--- config.mk ---
export PLATFORM = sky130hd
export DESIGN_NAME = seg7_scanner
export DESIGN_NICKNAME = d
export VERILOG_FILES = /design/src/rtl/seg7_scanner.sv
export SDC_FILE = /design/constraint.sdc
export NUM_CORES = 1
export LEC_CHECK = 0
export CAP_MARGIN = 5
export CORE_UTILIZATION = 49
export CTS_CLUSTER_DIAMETER = 80
export DETAILED_ROUTE_END_ITERATION = 8
export PLACE_DENSITY = 0.87
export SYNTH_ARGS = -nofsm -noshare
export SYNTH_HDL_FRONTEND = slang
export SYNTH_SLANG_ARGS = --single-unit
--- constraint.sdc ---
create_clock -name clk -period 2.46 [get_ports clk]
set_input_delay 0.738 -clock clk [delete_from_list [all_inputs] [get_ports clk]]
set_output_delay 0.738 -clock clk [all_outputs]
set_load 0.01 [all_outputs]
--- src/rtl/seg7_scanner.sv ---
// rtl/seg7_scanner.sv - 5-digit multiplexed common-anode 7-segment scanner
module seg7_scanner #(
  parameter int DIV      = 50000,
  parameter int GUARD    = 2,
  parameter int BLANK_LZ = 1
) (
  input  logic       clk,
  input  logic       rst_n,
  input  logic [3:0] d5,
  input  logic [3:0] d4,
  input  logic [3:0] d3,
  input  logic [3:0] d2,
  input  logic [3:0] d1,
  input  logic [4:0] dp_en,
  output logic [4:0] an,
  output logic [6:0] seg,
  output logic       dp,
  output logic       frame_start
);

  localparam int            CW      = (DIV > 1) ? $clog2(DIV) : 1;
  localparam logic [CW-1:0] LAST_C  = CW'(DIV - 1);
  localparam logic [CW-1:0] GUARD_C = CW'(GUARD);
  localparam bit            LZ_ON   = (BLANK_LZ != 0);

  logic [CW-1:0]     cnt;
  logic [2:0]        idx;
  logic [4:0][3:0]   snap;
  logic [4:0]        snap_dp;

  logic              tick;
  logic [4:0]        lz;
  logic              zero_run;
  logic [3:0]        cur_digit;
  logic              cur_dp;
  logic              cur_blank;
  logic [6:0]        seg_dec;
  logic              active;
  logic [4:0]        an_nxt;
  logic [6:0]        seg_nxt;
  logic              dp_nxt;

  assign tick = (cnt == LAST_C);

  always_comb begin
    // lz[k]: digit k and every digit above it are zero or blank
    lz       = '0;
    zero_run = LZ_ON;
    for (int k = 4; k >= 1; k--) begin
      zero_run = zero_run && ((snap[k] == 4'd0) || (snap[k] == 4'hF));
      lz[k]    = zero_run;
    end

    cur_digit = snap[0];
    cur_dp    = snap_dp[0];
    cur_blank = 1'b0;
    case (idx)
      3'd1:    begin cur_digit = snap[1]; cur_dp = snap_dp[1]; cur_blank = lz[1]; end
      3'd2:    begin cur_digit = snap[2]; cur_dp = snap_dp[2]; cur_blank = lz[2]; end
      3'd3:    begin cur_digit = snap[3]; cur_dp = snap_dp[3]; cur_blank = lz[3]; end
      3'd4:    begin cur_digit = snap[4]; cur_dp = snap_dp[4]; cur_blank = lz[4]; end
      default: begin cur_digit = snap[0]; cur_dp = snap_dp[0]; cur_blank = 1'b0;  end
    endcase

    case (cur_digit)
      4'd0:    seg_dec = 7'b1000000;
      4'd1:    seg_dec = 7'b1111001;
      4'd2:    seg_dec = 7'b0100100;
      4'd3:    seg_dec = 7'b0110000;
      4'd4:    seg_dec = 7'b0011001;
      4'd5:    seg_dec = 7'b0010010;
      4'd6:    seg_dec = 7'b0000010;
      4'd7:    seg_dec = 7'b1111000;
      4'd8:    seg_dec = 7'b0000000;
      4'd9:    seg_dec = 7'b0010000;
      4'hF:    seg_dec = 7'b1111111;
      default: seg_dec = 7'b0111111;
    endcase

    active  = (cnt >= GUARD_C);
    seg_nxt = cur_blank ? 7'b1111111 : seg_dec;
    an_nxt  = active ? ~(5'b00001 << idx) : 5'b11111;
    dp_nxt  = active ? ~cur_dp : 1'b1;
  end

  always_ff @(posedge clk or negedge rst_n) begin
    if (!rst_n) begin
      cnt         <= '0;
      idx         <= 3'd0;
      snap        <= '1;
      snap_dp     <= '0;
      an          <= 5'b11111;
      seg         <= 7'b1111111;
      dp          <= 1'b1;
      frame_start <= 1'b0;
    end else begin
      frame_start <= tick && (idx == 3'd4);
      if (tick) begin
        cnt <= '0;
        if (idx == 3'd4) begin
          idx     <= 3'd0;
          snap    <= {d5, d4, d3, d2, d1};
          snap_dp <= dp_en;
        end else begin
          idx <= idx + 3'd1;
        end
      end else begin
        cnt <= cnt + 1'b1;
      end
      an  <= an_nxt;
      seg <= seg_nxt;
      dp  <= dp_nxt;
    end
  end

endmodule

; After elaboration in Yosys (flattened, before gate mapping)
; Memory sizes are Yosys's and may differ from the RTL's.
; Cells that the tools add are included.
[totals]
memories = 1
ramBits = 0
ff_bits = 58
latchBits = 0
mem_bits_ro = 112
output_inout_bits = 14
wordCells = 49
in_bits = 27
[mem_list]
columns = name, depth, width, read_ports, rd_clocked_by_memory_dff, write_ports, line
row1 = (name not given), 16, 7, 1, 0, 0, 65  ; case (cur_digit)
[op_classes]
n_mul = 0
n_mux = 8
shift = 1
n_addsub = 2
div = 0
n_reduce_logical = 13
bitwise_logic = 2
magnitude_cmp = 1
n_eq_ne = 9
[ops]
columns = operator, count
row1 = adder 16 x 1 -> 16 bit (second input constant), 1
row2 = == test 16 bit (second input constant), 1
row3 = == test 4 bit (second input constant), 4
row4 = greater-or-equal comparator 16 x 2 -> 1 bit (second input constant), 1
row5 = logical NOT 4 bit, 4
row6 = two-way mux 16 bit, 1
row7 = one-hot mux 4 bit (4 select lines), 1
row8 = one-hot mux 1 bit (4 select lines), 2
row9 = two-way mux 7 bit, 1
row10 = == test 3 x 2 -> 1 bit (second input constant), 2
row11 = two-way mux 5 bit, 1
row12 = inverter 5 bit, 1
row13 = left shift 1 x 3 -> 5 bit (first input constant), 1
row14 = logical AND 1 bit, 4
row15 = logical OR 1 bit, 4
row16 = adder 3 x 1 -> 3 bit (second input constant), 1
row17 = == test 3 x 1 -> 1 bit (second input constant), 1
row18 = == test 3 bit (second input constant), 1
row19 = two-way mux 3 bit, 1
row20 = AND reduction 2 bit, 1
row21 = two-way mux 1 bit, 1
row22 = inverter 1 bit, 1

; Longest topological paths before layout
; Gate-level depths: netlist (run 1).
[depth]
depth_word = 7
depth_mapped = 10
depth_no_buf = 9

; Worst setup path after synthesis (run 1)
; OpenSTA, ideal clock, no wires.
[synth_path]
path_type = register to register
from = register idx[0]
to = register seg[3]
path_stages_with_launch = 10
t_arrival_ns = 2.304
period_less_slack_ns = 2.400
setup_time_ns = 0.097
slack_ns = 0.060
t_required_ns = 2.363
n_path_buf = 1
path_cell_list = dfrtp_1 -> ha_1 -> or4_4 -> and2_4 -> buf_6 -> mux2_4 -> inv_1 -> ha_1 -> o21ai_0 -> nand4_1
[synth_via]
elab_chain_cells = 4
word_cells_on_any_way = 8
classes_between = eq/ne (4) / mux (3) / memory (1)
[synth_rtl]
columns = element, line
row1 = "start, declared", 27  ; logic [2:0] idx;
row2 = "start signal, assigned", 105  ; idx <= idx + 3'd1;
row3 = "== test 3 bit, or another cell as far along", 57  ; case (idx)
row4 = one-hot mux 4 bit (4 select lines), 57
row5 = memory read (16 x 7 bit), --
row6 = two-way mux 7 bit *, 81  ; seg_nxt = cur_blank ? 7'b1111111 : seg_dec;
row7 = net seg_nxt[3], 40  ; logic [6:0] seg_nxt;
row8 = "end signal, assigned", 111  ; seg <= seg_nxt;
row9 = "end, declared", 16  ; output logic [6:0] seg,
; The timed path passes the listed nets; every way through them passes the cells marked *.
; A chain may end at the register's enable or synchronous reset.

; Worst setup path after layout (run 1)
; Same ends and word-level chain as after synthesis.

==> results of run 1 <==
cells by family after synthesis:
logic type / count (synthesis)
and+or+nand+nor: 76
DFF: 58
AOI/OAI and AO/OA: 38
muxes: 28
buffers and inverters: 15
xor gates and xnor gates: 14
adders and majority gates: 10
routing by layer:
layer  vias to the layer above  wire length (µm)  global-route usage [%]
li1                        973                 -                       -
met1                      1037              2750                    27.5
met2                        60              2740                    31.4
met3                        17               198                    5.00
met4                         0               139                    10.0
met5                         -                 0                       0
cell usage after synthesis (2+ instances only):
cell / count / share of area (%)
sky130_fd_sc_hd__nor4_1: 3 / 0.66
sky130_fd_sc_hd__a41oi_1: 2 / 0.62
sky130_fd_sc_hd__o21ai_1: 3 / 0.53
sky130_fd_sc_hd__nand3_1: 9 / 1.6
sky130_fd_sc_hd__dfrtp_1: 25 / 22
sky130_fd_sc_hd__a22oi_1: 5 / 1.3
sky130_fd_sc_hd__and2_1: 3 / 0.66
sky130_fd_sc_hd__a21oi_1: 3 / 0.53
sky130_fd_sc_hd__mux2_4: 2 / 1.1
sky130_fd_sc_hd__o21ai_0: 6 / 1.1
sky130_fd_sc_hd__o41ai_1: 3 / 0.92
sky130_fd_sc_hd__and3_1: 3 / 0.66
sky130_fd_sc_hd__xor2_1: 7 / 2.2
sky130_fd_sc_hd__nand4_1: 9 / 2.0
sky130_fd_sc_hd__a32oi_1: 5 / 1.5
sky130_fd_sc_hd__nor2_1: 18 / 2.4
sky130_fd_sc_hd__xnor2_1: 7 / 2.2
sky130_fd_sc_hd__nor3_1: 4 / 0.70
sky130_fd_sc_hd__ha_1: 10 / 4.4
sky130_fd_sc_hd__nand2b_1: 2 / 0.44
sky130_fd_sc_hd__clkbuf_1: 4 / 0.53
sky130_fd_sc_hd__dfstp_2: 33 / 30
sky130_fd_sc_hd__inv_1: 6 / 0.79
sky130_fd_sc_hd__buf_2: 3 / 0.53
sky130_fd_sc_hd__nand2_1: 15 / 2.0
sky130_fd_sc_hd__mux2_2: 24 / 9.5
sky130_fd_sc_hd__o211ai_1: 3 / 0.79
where the power goes:
part	switching, mW	total (mW)	internal [mW]
registers	0.0235	1.03	1.01
clock network	0.368	1.06	0.687
logic	0.0621	0.150	0.0880
per-stage QoR:
step / hold WS (ns) / setup slack [ns]
global route: 0.435 / -0.00325
CTS: 0.406 / 0.0149
floorplan: 0.417 / 0.0598
detailed placement: 0.498 / 0.0479
global placement: 0.476 / 0.0966
finish: 0.395 / 0.0601
sequential cells by signal, summed over array words and instances, names as in the netlist:
register	count
frame_start	1
dp	1
seg	7
an	5
snap_dp	5
cnt	16
snap	20
idx	3
path summary, 6_finish.rpt:
kind                            start         end  slack, ns
setup / recovery               idx[0]      seg[3]       0.06
hold / removal                  rst_n      cnt[7]       0.39
setup reg to reg               idx[0]      seg[3]       0.06
hold reg to reg            snap_dp[2]  snap_dp[2]       0.51
max in group asynchronous       rst_n    snap[15]       1.43
min in group clk           snap_dp[2]  snap_dp[2]       0.51
critical path, stage by stage, from the launching register on:
cell and delay [ns]:
sky130_fd_sc_hd__dfrtp_1 0.42, sky130_fd_sc_hd__ha_1 0.23, sky130_fd_sc_hd__or4_4 0.55, sky130_fd_sc_hd__and2_4 0.21, sky130_fd_sc_hd__mux2_4 0.34, sky130_fd_sc_hd__inv_1 0.09
sky130_fd_sc_hd__ha_1 0.24, sky130_fd_sc_hd__o21ai_2 0.12, sky130_fd_sc_hd__nand4_1 0.10
final cells by class:
class / instances / area, µm² / area share (%)
clock buffers: 13 / 180 / 4.98
clock inverters: 3 / 67.6 / 1.87
inverters: 7 / 26.3 / 0.727
multi-input cells: 166 / 1290 / 35.7
flip-flops and latches: 58 / 1490 / 41.3
well taps: 72 / 90.1 / 2.49
repair buffers: 48 / 468 / 12.9
timing repair:
action	in CTS	in global routing
hold buffers	0	0
endpoints found under the setup margin	1	2
gates resized for setup	1	1
pin swaps	0	1
buffers inserted	0	2
==> results.yml, run 1 <==
route:
  first_iter_violations: 163
  drt_pass1_iterations: 4
  drt_wl_total_um: 5820
  remaining_drc_errors: 0
  routed_wire_length_per_instance_um: 15.9
  via_per_inst: 5.69
  drt.antenna.violating_nets: 0
  num_vias: 2087
power_and_ir_drop:
  ir_drop_mv: 0.378
  power_dens_cells_nw_per_um2: 619
  report.power.total_mw: 2.24
  leakagePower_nw: 1.49
global_route:
  grt_start_max_net_pins: 34
  groute.usage.overall_pct: 20.6
  grt_first_pass_wirelength_um: 9560
  grt_antenna_before_repair: 0
  first_global_vias: 2009
  globalRouteOverflowTotal: 0
synthesis:
  post_synth_edffs: 0
  synth.mux.area_fraction_pct: 11.4
  yosys_register_bits: 58
  synth_fa_ha_area_share_pct: 4.40
  dominantRegCellSynth: "sky130_fd_sc_hd__dfstp_2"
  summed_instance_area_of_the_synthesized_netlist_um2: 2850
  synthesis.nets: 276
  synth_cells: 239
  post_synthesis_area_per_instance_um2: 11.9
  synth_sequential_area_ratio_pct: 52.4
  netlist-cell-type-count: 49
  synthesized_area_fraction_occupied_by_ao_oa_aoi_and_oai_cells_pct: 10.7
  synth-simple-area-share_pct: 14.3
  synthXorXnorAreaFrac_pct: 4.31
  synth_top_family_by_area: "simple AND/OR/NAND/NOR gates"
  async_flop_share_pct: 100
  synth.yosys.warnings: 0
cts:
  worstSkewPairLatency_ns: 0.34
  cts.root.buffer_cell: "sky130_fd_sc_hd__clkbuf_8"
  cts_made_buffers: 9
  cts.clk_slew.worst_paths_ns: 0.07
  cts_htree_levels: 3
  cts.sink_count: 58
  clock_tree.buffer_depth: 2
  cts_tree: "built"
finish:
  nets: 327
  layout.cells.most_common: "sky130_fd_sc_hd__clkdlybuf4s50_1"
  most-common-layout-cells: "39 x sky130_fd_sc_hd__clkdlybuf4s50_1, 33 x sky130_fd_sc_hd__dfstp_2, 25 x sky130_fd_sc_hd__dfrtp_1"
  n_antenna_cell: 0
  layout.core_utilization_pct: 65.2
  final_layout_fill_cell_count: 418
  final_design_area_no_fill_um2: 3610
  stdcell_count: 367
  post_route_cells_drive_above_1_share_pct: 32.2
  synthToLayoutAreaGrowth_pct: 27.0
die:
  floorplan.die.width_um: 78.2
  fp-row-count: 27
  initial_core_utilization_pct: 51.4
  pin_count: 41
  die_area_um2: 6120
  core_region_area_um2: 5540
  die_h_um: 78.2
placement:
  placed_cells: 349
  placed_area_um2: 3350
  port-buffer-count: 40
  gpl.final_weighted_congestion: 0.864
  post-dp-hpwl_um: 4120
sta:
  post_route_fraction_of_the_period_consumed_by_the_critical_path_pct: 97.6
  setup_viol: 0
  fmax_mhz: 417
  worst_pin_slew_ns: 0.593
  finalHoldViolations: 0
  worst_clock_skew_ns: 0.00938
  timing.final.max_slew_violations: 0
  max-slew-margin-rel_pct: 60.3
  final.min_clock_period_ns: 2.40
  totalNegativeSetupSlack_ns: 0
setup_path:
  cp_data_arrival_time_ns: 2.64
  critPathMaxFanout: 6
  timing.critical_path.to_type: "flop"
  logic_depth_of_the_worst_register_to_register_path: 8
  criticalPathCategory: "reg -> reg"
  critPathLaunchType: "flop"
  worst_ep_required_time_ns: 2.70
outcome:
  status: "finished clean"
hold_path:
  hold_path.class: "in -> async"
job:
  max_cap_violations: 0
(Power assumes the default switching activity.)
==> inputs of run 2 (changes only) <==
--- a/config.mk
+++ b/config.mk
@@ -6,10 +6,11 @@
 export NUM_CORES = 1
 export LEC_CHECK = 0
 export CAP_MARGIN = 5
-export CORE_UTILIZATION = 49
+export CORE_UTILIZATION = 58
 export CTS_CLUSTER_DIAMETER = 80
 export DETAILED_ROUTE_END_ITERATION = 8
-export PLACE_DENSITY = 0.87
+export GPL_ROUTABILITY_DRIVEN = 0
+export PLACE_DENSITY = 0.95
 export SYNTH_ARGS = -nofsm -noshare
 export SYNTH_HDL_FRONTEND = slang
 export SYNTH_SLANG_ARGS = --single-unit
==> constraint.sdc (replaced) <==
create_clock -name clk -period 2.9 [get_ports clk]
set_input_delay 0.87 -clock clk [delete_from_list [all_inputs] [get_ports clk]]
set_output_delay 0.87 -clock clk [all_outputs]
set_load 0.01 [all_outputs]
==> results.yml, run 2 (same netlist as run 1, synthesis figures left out) <==
sta:
  post_route_fraction_of_the_period_consumed_by_the_critical_path_pct: 87.4
  worst_pin_slew_ns: 0.593
  max-slew-margin-rel_pct: 60.5
  timing.final.max_slew_violations: 0
  finalHoldViolations: 0
  totalNegativeSetupSlack_ns: 0
  fmax_mhz: 394
  worst_clock_skew_ns: 0.0104
  final.min_clock_period_ns: 2.54
  setup_viol: 0
  grt_setup_unrepaired: "false"
finish:
  largest_register_ff_count: 20
  n_antenna_cell: 0
  layout.core_utilization_pct: 75.3
  largestRegisters: "snap (20), cnt (16), seg (7)"
  area.sequential_um2: 1490
  nets: 322
  layout.cells.most_common: "sky130_fd_sc_hd__clkdlybuf4s50_1"
  regMostFlops: "snap"
  multi_input_comb_area_um2: 1290
  post_route_cells_drive_above_1_share_pct: 31.0
  synthToLayoutAreaGrowth_pct: 25.0
  final_layout_fill_cell_count: 263
  most-common-layout-cells: "39 x sky130_fd_sc_hd__clkdlybuf4s50_1, 33 x sky130_fd_sc_hd__dfstp_2, 25 x sky130_fd_sc_hd__dfrtp_1"
die:
  die_h_um: 72.1
  floorplan.die.width_um: 72.1
  core_region_area_um2: 4720
  fp-row-count: 25
  die_area_um2: 5190
  initial_core_utilization_pct: 60.3
  pin_count: 41
power_and_ir_drop:
  seq_power_share_pct: 45.2
  power_dens_cells_nw_per_um2: 545
  clockPowerShare_pct: 48.1
  switching_power_uw: 398
  ir_drop_mv: 0.293
  comb_power_share_pct: 6.7
  internal_power_mw: 1.54
  switching_share_pct: 20.5
  leakagePower_nw: 1.47
cts:
  cts_made_buffers: 9
  cts.sink_count: 58
  cts_post_setup_buffers_inserted: 0
  worstSkewPairLatency_ns: 0.34
  cts_tree: "built"
  clock_tree.buffer_depth: 2
  cts.clk_slew.worst_paths_ns: 0.07
  cts.root.buffer_cell: "sky130_fd_sc_hd__clkbuf_8"
  cts.repair.resized: 0
  holdBufCountCts: 0
  cts_htree_levels: 3
route:
  met3_length_um: 517
  routed_wire_length_per_instance_um: 18.7
  drt.antenna.violating_nets: 0
  met2WireLength_um: 3230
  drt_pass1_iterations: 6
  first_iter_violations: 248
  remaining_drc_errors: 0
  num_vias: 2153
  dr.max_layer_used: "met4"
  via_per_inst: 6.03
  wl_met1_um: 2760
  drt_wl_total_um: 6690
placement:
  port-buffer-count: 40
  post-dp-hpwl_um: 4530
job:
  max_cap_violations: 0
setup_path:
  cp_cell_sequence: "inv_1 > ha_1 > or4_4 > and2_4 > mux2_4 > inv_1 > ha_1 > o21ai_0 > nand4_1"
  cp_data_arrival_time_ns: 2.78
  worst_ep_required_time_ns: 3.14
  worstPathBufferInverterCount: 2
  criticalPathCategory: "reg -> reg"
  timing.critical_path.to_type: "flop"
  worst_path_largest_cell_delay_ns: 0.52
  critPathMaxFanout: 9
  critPathLaunchType: "flop"
  critical_path_cell_with_the_highest_stage_delay: "sky130_fd_sc_hd__or4_4"
  path_delay_family: "simple AND/OR/NAND/NOR gates"
global_route:
  grt_first_pass_wirelength_um: 10600
  grt_start_max_net_pins: 27
  first_global_vias: 2191
  groute.usage.overall_pct: 27.8
  globalRouteOverflowTotal: 0
  grt_antenna_before_repair: 0
outcome:
  status: "finished clean"
hold_path:
  hold_path.class: "reg -> reg"
==> run 2: cell types whose count changed in the layout (fill, tap and decap cells not counted), sizes merged <==
cell / before / now
clkinvlp: 1 / 0
clkinv: 0 / 2
bufinv: 2 / 3
buf: 9 / 4
clkbuf: 13 / 11
==> run 2: power groups by stage <==
stage | Sequential, mW | Combinational [mW] | Clock [mW]
floorplan | 0.885 | 0.0436 | 0
global placement | 0.886 | 0.122 | 0
CTS | 0.876 | 0.130 | 0.939
global route | 0.879 | 0.139 | 0.970
detailed placement | 0.888 | 0.128 | 0
finish | 0.877 | 0.129 | 0.934
==> run 2: per-stage QoR <==
stage / hold WS, ns / instance area, µm² / power, mW / setup slack [ns] / std cells
after floorplan: 0.417 / 2850 / 0.929 / 0.500 / 239
after global placement: 0.485 / 3310 / 1.01 / 0.510 / 341
after detailed placement: 0.469 / 3310 / 1.02 / 0.383 / 341
after CTS: 0.503 / 3560 / 1.95 / 0.375 / 357
after global routing: 0.508 / 3560 / 1.99 / 0.281 / 357
final: 0.504 / 3560 / 1.94 / 0.365 / 357
==> run 2: cell type report <==
class	count	share of cell area [%]
Inverter	7	0.738
Timing Repair Buffer	43	11.7
Multi-Input combinational cell	166	36.1
Sequential cell	58	41.9
Clock buffer	11	4.25
Tap cell	67	2.36
Clock inverter	5	2.81
==> run 2: worst register-to-register path, cell delays in order (launching register included) <==
cell and delay, ns:
sky130_fd_sc_hd__dfrtp_1 0.39, sky130_fd_sc_hd__inv_1 0.09, sky130_fd_sc_hd__ha_1 0.27, sky130_fd_sc_hd__or4_4 0.52, sky130_fd_sc_hd__and2_4 0.23, sky130_fd_sc_hd__mux2_4 0.35
sky130_fd_sc_hd__inv_1 0.10, sky130_fd_sc_hd__ha_1 0.23, sky130_fd_sc_hd__o21ai_0 0.16, sky130_fd_sc_hd__nand4_1 0.10
==> run 2: routing by layer <==
metal / global-route usage (%) / vias up
met4: 14.2 / 0
met1: 35.4 / 1049
met3: 6.94 / 17
li1: - / 964
met5: 0 / -
met2: 44.3 / 123
==> run 2: final timing paths <==
check                                start      end  slack (ns)  depth (start not counted)
worst max register to register      idx[1]   seg[3]        0.36                          9
worst min register to register  snap_dp[0]       dp        0.50                          1
worst min-delay path            snap_dp[0]       dp        0.50                          1
max in group asynchronous            rst_n  snap[9]        1.62                          2
worst max-delay path                idx[1]   seg[3]        0.36                          9
min in group asynchronous            rst_n   idx[2]        0.53                          1
